$ cat src/rtl/dump_pkg.sv
// Shared frame layout constants and FSM state type for the architectural state dump unit.
package dump_pkg;

  localparam int IDX_CYC   = 0;
  localparam int IDX_PC    = 1;
  localparam int IDX_EVT   = 2;
  localparam int IDX_REG0  = 3;
  localparam int IDX_DMEM0 = 35;
  localparam int REG_COUNT = 32;

  typedef enum logic {
    IDLE = 1'b0,
    SEND = 1'b1
  } state_t;

endpackage

$ cat src/rtl/dump_event_counters.sv
// Free-running cycle counter plus saturating stall/flush event counters, all gated by the CPU run enable.
module dump_event_counters (
  input  logic        clk,
  input  logic        rst_n,
  input  logic        start,
  input  logic        stall,
  input  logic        flush,
  output logic [31:0] cyc_cnt,
  output logic [15:0] stall_cnt,
  output logic [15:0] flush_cnt
);

  function automatic logic [15:0] sat_inc(input logic [15:0] value, input logic event_hit);
    if (event_hit && (value != 16'hFFFF)) begin
      return value + 16'd1;
    end
    return value;
  endfunction

  always_ff @(posedge clk or negedge rst_n) begin
    if (!rst_n) begin
      cyc_cnt   <= '0;
      stall_cnt <= '0;
      flush_cnt <= '0;
    end else if (start) begin
      cyc_cnt   <= cyc_cnt + 32'd1;
      stall_cnt <= sat_inc(stall_cnt, stall);
      flush_cnt <= sat_inc(flush_cnt, flush);
    end
  end

endmodule

$ cat src/rtl/state_dump_unit.sv
// Streams one fixed-format snapshot frame (counters, PC, x0..x31, low dmem words) over a
// valid/ready word port; register and memory words are fetched live through spare read ports.
module state_dump_unit
  import dump_pkg::*;
#(
  parameter int NUM_DMEM_WORDS = 8
) (
  input  logic        clk_i,
  input  logic        rst_i,
  input  logic        start_i,
  input  logic        snap_req_i,
  input  logic [31:0] pc_i,
  input  logic        stall_i,
  input  logic        flush_i,
  output logic [4:0]  rf_addr_o,
  input  logic [31:0] rf_data_i,
  output logic [31:0] dm_addr_o,
  input  logic [31:0] dm_data_i,
  output logic        dump_valid_o,
  output logic [31:0] dump_data_o,
  output logic        dump_last_o,
  input  logic        dump_ready_i,
  output logic        busy_o,
  output logic        freeze_o,
  output logic        overrun_o
);

  localparam int FRAME_LEN = IDX_DMEM0 + NUM_DMEM_WORDS;
  localparam int KW        = $clog2(FRAME_LEN + 1);

  state_t        state, state_nxt;
  logic [KW-1:0] k;
  logic [31:0]   cyc_cnt;
  logic [15:0]   stall_cnt, flush_cnt;
  logic [31:0]   snap_pc, snap_evt, load_word;
  logic          overrun;
  logic          fire, is_last, accept, advance, drop;
  int            src_idx;

  dump_event_counters u_cnt (
    .clk       (clk_i),
    .rst_n     (rst_i),
    .start     (start_i),
    .stall     (stall_i),
    .flush     (flush_i),
    .cyc_cnt   (cyc_cnt),
    .stall_cnt (stall_cnt),
    .flush_cnt (flush_cnt)
  );

  assign dump_valid_o = (state == SEND);
  assign busy_o       = dump_valid_o;
  assign freeze_o     = busy_o;
  assign dump_last_o  = is_last & dump_valid_o;
  assign overrun_o    = overrun;

  // A request landing on the last-word fire starts the next frame without a bubble.
  always_comb begin
    fire      = dump_valid_o & dump_ready_i;
    is_last   = (int'(k) == FRAME_LEN - 1);
    accept    = snap_req_i & ((state == IDLE) | (fire & is_last));
    advance   = fire & ~is_last;
    drop      = snap_req_i & (state == SEND) & ~(fire & is_last);
    state_nxt = state;
    case (state)
      IDLE:    if (snap_req_i) state_nxt = SEND;
      SEND:    if (fire && is_last && !snap_req_i) state_nxt = IDLE;
      default: state_nxt = IDLE;
    endcase
  end

  always_ff @(posedge clk_i or negedge rst_i) begin
    if (!rst_i) begin
      state <= IDLE;
    end else begin
      state <= state_nxt;
    end
  end

  // Read ports always point at the source of the word that the next fire will load.
  always_comb begin
    src_idx   = int'(k) + 1;
    rf_addr_o = '0;
    dm_addr_o = '0;
    load_word = rf_data_i;
    if (state == SEND) begin
      if (src_idx >= IDX_REG0 && src_idx < IDX_REG0 + REG_COUNT) begin
        rf_addr_o = 5'(src_idx - IDX_REG0);
      end else if (src_idx >= IDX_DMEM0 && src_idx < FRAME_LEN) begin
        dm_addr_o = 32'(src_idx - IDX_DMEM0) << 2;
      end
    end
    if (src_idx == IDX_PC) begin
      load_word = snap_pc;
    end else if (src_idx == IDX_EVT) begin
      load_word = snap_evt;
    end else if (src_idx >= IDX_DMEM0) begin
      load_word = dm_data_i;
    end
  end

  always_ff @(posedge clk_i or negedge rst_i) begin
    if (!rst_i) begin
      k           <= '0;
      dump_data_o <= '0;
      overrun     <= 1'b0;
    end else begin
      if (accept) begin
        k           <= KW'(IDX_CYC);
        dump_data_o <= cyc_cnt;
      end else if (advance) begin
        k           <= k + 1'b1;
        dump_data_o <= load_word;
      end
      if (drop) begin
        overrun <= 1'b1;
      end
    end
  end

  // Snapshot of PC and event counters taken at the accepting edge; pure data, no reset.
  always_ff @(posedge clk_i) begin
    if (accept) begin
      snap_pc  <= pc_i;
      snap_evt <= {stall_cnt, flush_cnt};
    end
  end

endmodule

$ cat config.mk
export PLATFORM = sky130hd
export DESIGN_NAME = state_dump_unit
export DESIGN_NICKNAME = d
export VERILOG_FILES = /design/src/rtl/dump_pkg.sv /design/src/rtl/dump_event_counters.sv /design/src/rtl/state_dump_unit.sv
export SDC_FILE = /design/constraint.sdc
export NUM_CORES = 1
export LEC_CHECK = 0
export ABC_AREA = 0
export BUFFER_PORTS_ARGS = -buffer_cell sky130_fd_sc_hd__buf_2
export CORE_MARGIN = 10
export CORE_UTILIZATION = 59
export DETAILED_ROUTE_END_ITERATION = 8
export GPL_TIMING_DRIVEN = 0
export PLACE_DENSITY = 0.85
export REMOVE_ABC_BUFFERS = 1
export SLEW_MARGIN = 20
export SYNTH_ARGS = -nofsm -noshare
export SYNTH_HDL_FRONTEND = slang
export SYNTH_SLANG_ARGS = --single-unit
$ cat constraint.sdc
create_clock -name clk_i -period 13.22 [get_ports clk_i]
set_input_delay 1.322 -clock clk_i [delete_from_list [all_inputs] [get_ports clk_i]]
set_output_delay 1.322 -clock clk_i [all_outputs]
set_load 0.005 [all_outputs]
Word level (Yosys, flattened, before mapping)

Index checks and enable logic that the tools add are counted.

Word-level logic and storage cells: 67
Register bits: 168
Output and inout port bits: 74

Bitwise logic cells: 11
Equal/unequal tests: 5
Reductions and logical operators: 10
Magnitude comparators: 4
Add/sub/neg operators: 7
Mux-type cells: 21

Operator list:

| operator                                                          | count |
|---|---|
| two-way mux 32 bit                                                | 8 |
| adder 16 x 1 -> 16 bit, second input constant                     | 2 |
| adder 32 x 1 -> 32 bit, second input constant                     | 1 |
| two-way mux 16 bit                                                | 2 |
| != test 16 bit, second input constant                             | 2 |
| less-than comparator 7 x 6 -> 1 bit, second input constant        | 2 |
| two-way mux 6 bit                                                 | 2 |
| two-way mux 5 bit                                                 | 2 |
| subtractor 7 x 6 -> 8 bit, second input constant                  | 1 |
| adder 6 x 1 -> 7 bit, second input constant                       | 1 |
| bitwise AND 1 bit                                                 | 7 |
| equality test 7 x 1 -> 1 bit, second input constant               | 1 |
| equality test 7 x 2 -> 1 bit, second input constant               | 1 |
| greater-or-equal comparator 7 x 2 -> 1 bit, second input constant | 1 |
| greater-or-equal comparator 7 x 6 -> 1 bit, second input constant | 1 |
| adder 6 x 1 -> 6 bit, second input constant                       | 1 |
| equality test 6 bit, second input constant                        | 1 |
| logical AND 1 bit                                                 | 6 |
| two-way mux 1 bit                                                 | 6 |
| subtractor 5 x 2 -> 5 bit, second input constant                  | 1 |
| AND reduction 2 bit                                               | 2 |
| inverter 1 bit                                                    | 3 |
| case mux 1 bit (2 select lines)                                   | 1 |
| nonzero test 2 bit                                                | 1 |
| other kinds (2)                                                   | 2 |

Longest topological paths before layout

Gate-level depths: netlist of the first run.

Word-level depth: 7
Mapped depth: 11

Hierarchy

A second synthesis of the first run with hierarchy kept.

Cell total of the unflattened synthesis: 807
Area total of the unflattened synthesis: 9113.7 µm²

By module, submodules not included:

| module              | area each (µm²) | instances | seq. area each (µm²) | cells an instance |
|---|---|---|---|---|
| state_dump_unit     | 6024.5          | 1         | 2922.8               | 535 |
| dump_event_counters | 3089.2          | 1         | 1601.5               | 272 |

Least setup slack after synthesis of the first run

Ideal clock, no wire load.

Path kind: input-to-reg
From: in snap_req_i
To: reg snap_evt[0], enable pin
Buffers on the path: 2
Path slack: 7.900 ns
Data arrival time: 4.824 ns
Setup time: 0.496 ns
Stages on the path: 3
Cell sequence: clkbuf_1 > clkbuf_1 > nor2b_1

Word-level cells in the longest chain between the ends: 1

Ends and longest elaborated chain:

| element                | line                   | RTL |
|---|---|---|
| start: declaration     | state_dump_unit.sv:11  | `input logic snap_req_i,` |
| bitwise AND 1 bit      | state_dump_unit.sv:61  | `accept = snap_req_i & ((state == IDLE) \| (fire & is_last));` |
| via accept             | state_dump_unit.sv:37  | `logic fire, is_last, accept, advance, drop;` |
| end signal: assignment | state_dump_unit.sv:125 | `snap_evt <= {stall_cnt, flush_cnt};` |
| end: declaration       | state_dump_unit.sv:35  | `logic [31:0] snap_pc, snap_evt, load_word;` |

The timed path passes the listed nets, and every way through them passes these cells.
A chain may end at the register's enable or synchronous reset.

Worst setup path in the final report of the first run

From: reg k[0]
To: out rf_addr_o[3]

Word-level cells in the longest chain between the ends: 5
Elaborated cells on any way between the ends: 7
Those cells by class: add/sub: 2; order compare: 2; mux: 2; reduce/logical: 1

Ends and longest elaborated chain:

| element                                                                                                  | line                   | RTL |
|---|---|---|
| start: declaration                                                                                       | state_dump_unit.sv:32  | `logic [KW-1:0] k;` |
| start signal: assignment                                                                                 | state_dump_unit.sv:109 | `k <= KW'(IDX_CYC);` |
| start signal: assignment                                                                                 | state_dump_unit.sv:112 | `k <= k + 1'b1;` |
| adder 6 x 1 -> 7 bit (*)                                                                                 | state_dump_unit.sv:82  | `src_idx = int'(k) + 1;` |
| greater-or-equal comparator 7 x 2 -> 1 bit / less-than comparator 7 x 6 -> 1 bit (equally long branches) | state_dump_unit.sv:87  | `if (src_idx >= IDX_REG0 && src_idx < IDX_REG0 + REG_COUNT) begin` |
| logical AND 1 bit                                                                                        | state_dump_unit.sv:87  |  |
| two-way mux 5 bit (*)                                                                                    | state_dump_unit.sv:87  |  |
| two-way mux 5 bit (*)                                                                                    | state_dump_unit.sv:86  | `if (state == SEND) begin` |
| end: declaration                                                                                         | state_dump_unit.sv:15  | `output logic [4:0] rf_addr_o,` |

Mark *: on every way between the ends. The rest lies on a longest branch, timed or not.

==> impl_metrics.yaml, run 1 <==
route:
  vias: 6996
  vias_per_cell: 6.454
  wl_um: 23370
  ant_nets: 0
  drc: 0
  wl_per_cell_um: 21.56
  drt_first_iter_violations: 605
  first_pass_iters: 5
cts:
  cts_hold_buf: 0
  numCtsBuffers: 17
  clock-root-buffer: "clkbuf_16"
  cts.clk_slew.worst_paths_ns: 0.06
  cts_setup_buffers: 0
  ctsLongestPathBuffers: 2
  clock-sinks: 168
  cts-htree-levels: 4
  clk_latency_ns: 0.43
  post_cts_resized: 0
  cts_tree: "built"
worst_setup_path:
  cp_top_family: "compound AO/OA/AOI/OAI gates"
  startpoint_type: "register"
  required_ns: 11.90
  crit_path_cell_trace: "inv_1, ha_1, nand3b_1, o31ai_1, a22o_2, o2111ai_1, nor2b_1, buf_2"
  critPathKind: "reg2out"
  crit_buf_inv: 2
  crit_arrival_ns: 3.82
  slowest_stage: "a22o_2"
  cp_max_fo: 35
  crit_start: "k[0]"
  slowest_delay_ns: 0.78
  endpoint_kind: "primary output"
  r2r-start: "k[0]"
yosys:
  yosysTopAreaCell: "dfrtp_1"
  ys_ff_latch: 168
  ys_top_cells_by_count: "104 x dfrtp_1, 66 x o22ai_1, 64 x edfxtp_1"
  yosysWarnings: 0
  yosysSeqAreaShare_pct: 53.32
  netlist_instances: 779
  syn-cell-area_um2: 8486
  async_flop_share_pct: 61.90
  syn_avg_cell_area_um2: 10.89
  synth_edf_count: 64
  ys_top_cells_by_area: "dfrtp_1 31%, edfxtp_1 23%, o22ai_1 4.9%"
  synth_ff_type: "dfrtp_1"
  yosysTopAreaCellShare_pct: 30.67
  synth.most_common_cell: "dfrtp_1"
  synth_cell_types: 57
min_path:
  holdCritStartpoint: "u_cnt.stall_cnt[15]"
  worstHoldPathType: "reg2reg"
power_and_ir_drop:
  vdd_drop_max_mv: 0.09883
  powerDensity_nw_per_um2: 174.8
  leakage_nw: 4.257
die:
  rows: 43
  die_y_um: 139.9
  die_area_um2: 19580
  initial_core_util_pct: 60.66
  core_area_um2: 13990
  io_pins: 177
  die_w_um: 139.9
layout:
  nets: 1002
  final_layout_size_suffix_gt1_share_pct: 25.44
  syn_to_final_growth_pct: 17.19
  diodes: 0
  design_area_um2: 9945
  fillers: 1026
timing:
  hold_violations: 0
  slew_headroom_pct: 41.34
  rsz0062_at_grt: "false"
  finalMaxSlewViolations: 0
  worst_pin_slew_ns: 0.8767
  fmax_ghz: 0.1946
  hold_ws_ns: 0.4643
  fin_crit_sh_pct: 38.87
  finalCriticalPeriod_ns: 5.138
  setup_violations: 0
  tns_ns: 0
  skew_ns: 0.02009
grt:
  antenna_found_initial: 0
  grt_pass1_vias: 7022
  grt_pass1_wl_um: 37540
  grt_overflow: 0
  grt_max_degree: 65
  track_usage_pct: 23.43
placed_design:
  dp_hpwl_um: 15770
  place_congestion: 0.8786
  place_area_um2: 9341
  port_buffers: 172
run:
  drv_cap: 0
outcome:
  outcome: "complete, no violations"
## area by class of cell
| type | instances | area [µm²] | share of cell area [%] |
|---|---|---|---|
| Clock buffer | 22 | 454.2 | 4.567 |
| Inverter | 16 | 60.06 | 0.6039 |
| Tap cell | 180 | 225.2 | 2.265 |
| Sequential cell | 168 | 4524 | 45.50 |
| Timing Repair Buffer | 181 | 1075 | 10.81 |
| Multi-Input combinational cell | 508 | 3457 | 34.76 |
| Clock inverter | 9 | 148.9 | 1.497 |
## worst paths after layout
kind,end,slack (ns),cells past startpoint
max,rf_addr_o[3],8.08,8
min,snap_evt[31],0.46,0
max reg2reg,dump_data_o[28],9.63,7
min reg2reg,snap_evt[31],0.46,0
max in group asynchronous,u_cnt.cyc_cnt[8],11.73,2
min in group asynchronous,u_cnt.stall_cnt[6],0.82,1
## cells by family after synthesis
family | count (synthesis) | share of synthesized area [%]
fa+ha+maj | 7 | 1.032
simple gates | 231 | 14.61
mux | 4 | 0.5013
compound gates | 196 | 17.13
flops | 168 | 53.32
xor+xnor | 66 | 6.812
other cells | 1 | 0.04419
buf+inv | 106 | 6.547
## worst register-to-register path, stage by stage (launching register included)
cell	delay (ns)
dfrtp_1	0.57
inv_1	0.21
ha_1	0.39
nand3b_1	0.22
o31ai_1	0.54
a22o_2	0.78
and2_4	0.56
a311o_1	0.26
## flip-flops by register name (all words and copies together), names as in the netlist
name and flops:
dump_data_o 32, k 6, snap_evt 32, u_cnt.stall_cnt 16
u_cnt.cyc_cnt 32, u_cnt.flush_cnt 16, busy_o 1, snap_pc 32
overrun_o 1
## power by group
part / total (W) / leakage, nW / internal (W) / switching (W)
registers: 0.000731 / 1.90 / 0.000626 / 0.000105
clock network: 0.000514 / 0.298 / 0.000319 / 0.000194
logic: 0.000494 / 2.06 / 0.000233 / 0.000261
total: 0.00174 / 4.26 / 0.00118 / 0.000560
## per-stage QoR
stage / worst slack (ns) / power [W] / utilization (%) / cells
6_report: 8.082 / 0.001739 / 71.09 / 1084
3_5_place_dp: 8.535 / 0.001230 / 66.78 / 1053
3_3_place_gp: 6.213 / 0.001191 / 64.96 / 1044
5_1_grt: 7.794 / 0.001830 / 71.09 / 1084
4_1_cts: 8.055 / 0.001742 / 71.09 / 1084
2_1_floorplan: 8.376 / 0.001004 / - / 692
## metal layers
| metal | global-route usage (%) | vias up | wire length, µm |
|---|---|---|---|
| met5 | 0 | - | 0 |
| met1 | 30.49 | 3405 | 9573 |
| met2 | 37.56 | 389 | 11440 |
| met4 | 6.087 | 0 | 312 |
| li1 | - | 3173 | - |
| met3 | 6.829 | 29 | 2043 |
## cells in the final DEF (no fill, tap or decap), types with 17 or more instances in the layout
cell type / Yosys / final
a21oi_1: 39 / 38
a221o_1: 32 / 32
a311o_1: 32 / 32
buf_2: 3 / 171
clkbuf_16: 0 / 17
dfrtp_1: 104 / 104
edfxtp_1: 64 / 64
nand2_1: 33 / 31
nand3_1: 56 / 56
nor2_1: 28 / 28
nor3_1: 40 / 40
o22ai_1: 66 / 66
xnor2_1: 44 / 44
xor2_1: 22 / 22
(Power assumes the default switching activity.)
==> inputs of run 2 (changes only) <==
--- a/config.mk
+++ b/config.mk
@@ -8,10 +8,10 @@
 export ABC_AREA = 0
 export BUFFER_PORTS_ARGS = -buffer_cell sky130_fd_sc_hd__buf_2
 export CORE_MARGIN = 10
-export CORE_UTILIZATION = 59
+export CORE_UTILIZATION = 55
 export DETAILED_ROUTE_END_ITERATION = 8
 export GPL_TIMING_DRIVEN = 0
-export PLACE_DENSITY = 0.85
+export PLACE_DENSITY = 0.8
 export REMOVE_ABC_BUFFERS = 1
 export SLEW_MARGIN = 20
 export SYNTH_ARGS = -nofsm -noshare
==> constraint.sdc (replaced) <==
create_clock -name clk_i -period 4.8 [get_ports clk_i]
set_input_delay 0.48 -clock clk_i [delete_from_list [all_inputs] [get_ports clk_i]]
set_output_delay 0.48 -clock clk_i [all_outputs]
set_load 0.005 [all_outputs]
==> run 2 against run 1 <==
Effect of this change: the flow now finishes with violations (hold timing); design area down 0.84%; worst setup slack worse by 7.4 ns; core utilization down 6.0 points; highest routed layer unchanged; first-iteration DRC count up 4.5%; critical path type unchanged; clock skew down 0.011 ns; flip-flop and latch count unchanged; critical path depth unchanged.
==> impl_metrics.yaml, run 2 (same netlist as run 1, synthesis figures left out) <==
worst_setup_path:
  regToRegEndpoint: "dump_data_o[5]"
  slowest_stage: "a22o_2"
  startpoint_type: "register"
  rr_worst_depth: 7
  crit_path_cell_trace: "inv_1, ha_1, or4_1, o31ai_1, a22o_2, o2111ai_1, nor2b_1, buf_2"
  ff2ff_setup_slack_ns: 1.31
  cp_max_fo: 35
  slowest_delay_ns: 0.77
  critPathKind: "reg2out"
  r2r-start: "k[0]"
  endpoint_kind: "primary output"
  required_ns: 4.32
  crit_arrival_ns: 3.65
power_and_ir_drop:
  vdd_drop_max_mv: 0.2536
  leakage_nw: 4.200
  power_w: 0.004602
  powerDensity_nw_per_um2: 466.7
grt:
  grt-busiest-layer: "met2"
  use_met1_pct: 29.09
  grt_use_met3_pct: 4.526
  grt_overflow: 0
  track_usage_pct: 21.45
  grt_max_degree: 60
  grt_pass1_vias: 6711
  grt_pass1_wl_um: 35470
  gr-usage-met2_pct: 33.45
  antenna_found_initial: 0
route:
  vias: 6843
  vias_per_cell: 6.266
  ant_nets: 0
  wl_um: 22680
  drc: 0
  drt_first_iter_violations: 632
  wl_per_cell_um: 20.77
  first_pass_iters: 7
run:
  drv_cap: 0
placed_design:
  dp_hpwl_um: 15380
  place_area_um2: 9324
  place_congestion: 0.8621
  port_buffers: 172
die:
  initial_core_util_pct: 56.03
  die_w_um: 144.2
  rows: 45
  die_y_um: 144.2
  io_pins: 177
  die_area_um2: 20800
  core_area_um2: 15150
timing:
  finalCriticalPeriod_ns: 4.134
  hold_violations: 12
  setup_violations: 0
  fin_crit_sh_pct: 86.12
  finalMaxSlewViolations: 0
  rsz0062_at_grt: "false"
  worst_pin_slew_ns: 0.8959
  skew_ns: 0.009215
  fmax_ghz: 0.2419
  hold_ws_ns: -0.005568
  slew_headroom_pct: 39.87
cts:
  cts-htree-levels: 4
  cts_setup_buffers: 0
  cts_tree: "built"
  clock-sinks: 168
  numCtsBuffers: 17
  post_cts_resized: 0
  cts.clk_slew.worst_paths_ns: 0.06
  clk_latency_ns: 0.43
  cts_hold_buf: 0
  ctsLongestPathBuffers: 2
  clock-root-buffer: "clkbuf_16"
layout:
  final_common_cell: "buf_2"
  mostFrequentLayoutCells: "171 x buf_2, 104 x dfrtp_1, 66 x o22ai_1"
  nets: 1001
  syn_to_final_growth_pct: 16.20
  fillers: 1155
  final_layout_size_suffix_gt1_share_pct: 25.33
  diodes: 0
  design_area_um2: 9861
  post-route-util_pct: 65.11
outcome:
  outcome: "finished with violations"
  violations: "hold timing"
min_path:
  worstHoldPathType: "in2async"
==> run 2: power breakdown <==
group | internal, W | switching (W) | leakage (nW)
clock | 0.000702 | 0.000548 | 0.252
sequential | 0.00172 | 0.000287 | 1.90
combinational | 0.000642 | 0.000699 | 2.05
==> run 2: metal layers <==
layer	up-vias	routed length, µm
li1	3178	-
met1	3283	9842
met2	347	10550
met3	35	1922
met4	0	368
met5	-	0
==> run 2: cell type report <==
| cell class | instances | area (µm²) | share of cell area, % |
|---|---|---|---|
| timing repair buffer | 180 | 1047 | 10.62 |
| inverter | 16 | 60.06 | 0.6091 |
| multi-input combinational | 508 | 3457 | 35.06 |
| clock inverter | 15 | 111.4 | 1.129 |
| clock buffer | 17 | 425.4 | 4.314 |
| tap | 188 | 235.2 | 2.385 |
| sequential | 168 | 4524 | 45.88 |
==> run 2: worst max-delay path: cells and delay by family (launching register included) <==
kind | cells | cell delay, ns
and+or+nand+nor | 2 | 0.72
buffers and inverters | 2 | 0.32
AOI/OAI and AO/OA | 3 | 1.26
adders and majority gates | 1 | 0.36
DFF | 1 | 0.56
==> run 2: worst max-delay path by stage <==
| stage | from | to |
|---|---|---|
| detailed placement | k[0] | rf_addr_o[3] |
| global placement | k[0] | snap_pc[18] |
| finish | k[0] | rf_addr_o[3] |
| floorplan | k[0] | snap_evt[0] |
| CTS | k[0] | rf_addr_o[3] |
| global route | k[0] | rf_addr_o[1] |
==> run 2: metrics by stage <==
stage,std cells,setup WS (ns),TNS (ns)
after floorplan,692,0.1770,0
after global placement,1052,-1.654,-133.18
after detailed placement,1060,1.117,0
after CTS,1092,0.6662,0
after global routing,1092,0.4030,0
final,1092,0.6664,0
==> inputs of run 3 (changes only) <==
==> constraint.sdc (replaced) <==
create_clock -name clk_i -period 4.8 [get_ports clk_i]
set_input_delay 0 -clock clk_i [delete_from_list [all_inputs] [get_ports clk_i]]
set_output_delay 0 -clock clk_i [all_outputs]
set_load 0.005 [all_outputs]
==> run 3 against run 2 <==
Effect of this change: the run still ends with hold timing left; maximum frequency up 0.29%; flip-flop and latch count did not move; via count increased by 8.0%; register-to-register slack lost 0.63 ns; worst hold slack better by 0.0025 ns; combinational power rose by 18%; cell count is 8.9% higher; clock-buffer cell count stayed put; critical path type is now reg2reg; critical endpoint is now dump_data_o[21].
==> impl_metrics.yaml, run 3 (same netlist as run 1, synthesis figures left out) <==
worst_setup_path:
  r2r-start: "k[0]"
  regToRegEndpoint: "dump_data_o[21]"
  rr_worst_depth: 8
  crit_start: "k[0]"
  endpoint_kind: "register"
  startpoint_type: "register"
  crit_arrival_ns: 4.48
  required_ns: 5.15
  cp-endpoint: "dump_data_o[21]"
  ff2ff_setup_slack_ns: 0.68
  cp_max_fo: 35
  critPathKind: "reg2reg"
run:
  drv_cap: 0
power_and_ir_drop:
  powerDensity_nw_per_um2: 448.0
  leakage_nw: 4.620
  vdd_drop_max_mv: 0.2848
  power_w: 0.004849
cts:
  cts.clk_slew.worst_paths_ns: 0.06
  numCtsBuffers: 17
  cts_tree: "built"
  clk_latency_ns: 0.42
  clock-root-buffer: "clkbuf_16"
  clock-sinks: 168
  post_cts_resized: 0
  cts-htree-levels: 4
  ctsLongestPathBuffers: 2
timing:
  fmax_ghz: 0.2426
  hold_violations: 1
  slew_headroom_pct: 39.67
  hold_ws_ns: -0.003078
  finalCriticalPeriod_ns: 4.122
  skew_ns: 0.008049
  timing.final.ws_setup_ns: 0.6783
  rsz0062_at_grt: "false"
  fin_crit_sh_pct: 85.87
  setup_violations: 0
  finalMaxSlewViolations: 0
  worst_pin_slew_ns: 0.8988
layout:
  fillers: 1032
  nets: 1097
  syn_to_final_growth_pct: 27.56
  mostFrequentLayoutCells: "171 x buf_2, 104 x dfrtp_1, 96 x dlygate4sd3_1"
  final_common_cell: "buf_2"
  post-route-util_pct: 71.47
  final_layout_size_suffix_gt1_share_pct: 22.90
min_path:
  worstHoldPathType: "in2reg"
route:
  drc: 0
  first_pass_iters: 7
  vias_per_cell: 6.218
  wl_um: 25180
  drt_first_iter_violations: 707
  wl_per_cell_um: 21.18
  ant_nets: 0
  vias: 7393
die:
  die_y_um: 144.2
  io_pins: 177
  rows: 45
  die_area_um2: 20800
  die_w_um: 144.2
  initial_core_util_pct: 56.03
  core_area_um2: 15150
placed_design:
  dp_hpwl_um: 15380
  dpl_worst_slack_ns: 1.358
  place_congestion: 0.8621
  port_buffers: 172
grt:
  grt_max_degree: 60
  grt_use_met3_pct: 5.346
  grt_overflow: 0
  use_met1_pct: 30.54
  grt_pass1_vias: 7423
  grt-busiest-layer: "met2"
  track_usage_pct: 23.86
  antenna_found_initial: 0
  grt_pass1_wl_um: 39320
  gr-usage-met2_pct: 38.96
outcome:
  violations: "hold timing"
  outcome: "finished with violations"
[run 3: power by group]
part / total [W] / internal (W) / leakage (nW) / switching, W
Combinational: 0.00158 / 0.000815 / 2.47 / 0.000769
Clock: 0.00125 / 0.000702 / 0.252 / 0.000550
Sequential: 0.00201 / 0.00172 / 1.90 / 0.000288
[run 3: how the worst min path moves through the flow]
stage | start | endpoint | slack, ns | depth (start not counted)
6_report | dm_data_i[28] | dump_data_o[28] | -0.003 | 4
5_1_grt | dm_data_i[28] | dump_data_o[28] | 0.02 | 4
4_1_cts | dm_data_i[28] | dump_data_o[28] | 0.004 | 4
3_5_place_dp | rst_i | dump_data_o[29] | -0.03 | 1
3_3_place_gp | pc_i[7] | snap_pc[7] | 0.18 | 1
2_1_floorplan | rst_i | busy_o | -0.30 | 0
[run 3: per-stage QoR]
stage	std cells	hold slack (ns)	TNS, ns	cell area (µm²)
final	1189	-0.003078	0	10820
after global routing	1188	0.02337	0	10820
after CTS	1188	0.004375	0	10820
after detailed placement	1060	-0.02814	0	9324
after global placement	1052	0.1763	-133.18	9097
after floorplan	692	-0.2956	0	8001
[run 3: layout make-up]
class / instances / area [µm²] / area share [%]
Antenna cell: 1 / 2.502 / 0.02312
Clock buffer: 17 / 425.4 / 3.930
Clock inverter: 15 / 111.4 / 1.029
Inverter: 16 / 60.06 / 0.5549
Multi-Input combinational cell: 508 / 3457 / 31.94
Sequential cell: 168 / 4524 / 41.80
Tap cell: 188 / 235.2 / 2.173
Timing Repair Buffer: 276 / 2008 / 18.55
[run 3: per-layer routing]
metal	wire length (µm)	share of wire, %
met5	0	0
met4	444	1.8
met3	2254	9.0
met2	12200	48
met1	10280	41
[run 3: timing repair]
| action | CTS | global route |
|---|---|---|
| hold buffers | 96 | 0 |
| buffers inserted | 0 | 0 |
| hold endpoints to repair | 171 | 0 |
[run 3: critical path: stages, from the launching register on]
cell and delay, ns:
dfrtp_1 0.55, inv_1 0.19, ha_1 0.36, or4_1 0.55, o31ai_1 0.15, a22o_2 0.80
and2_4 0.58, a311o_1 0.26, dlygate4sd3_1 0.59
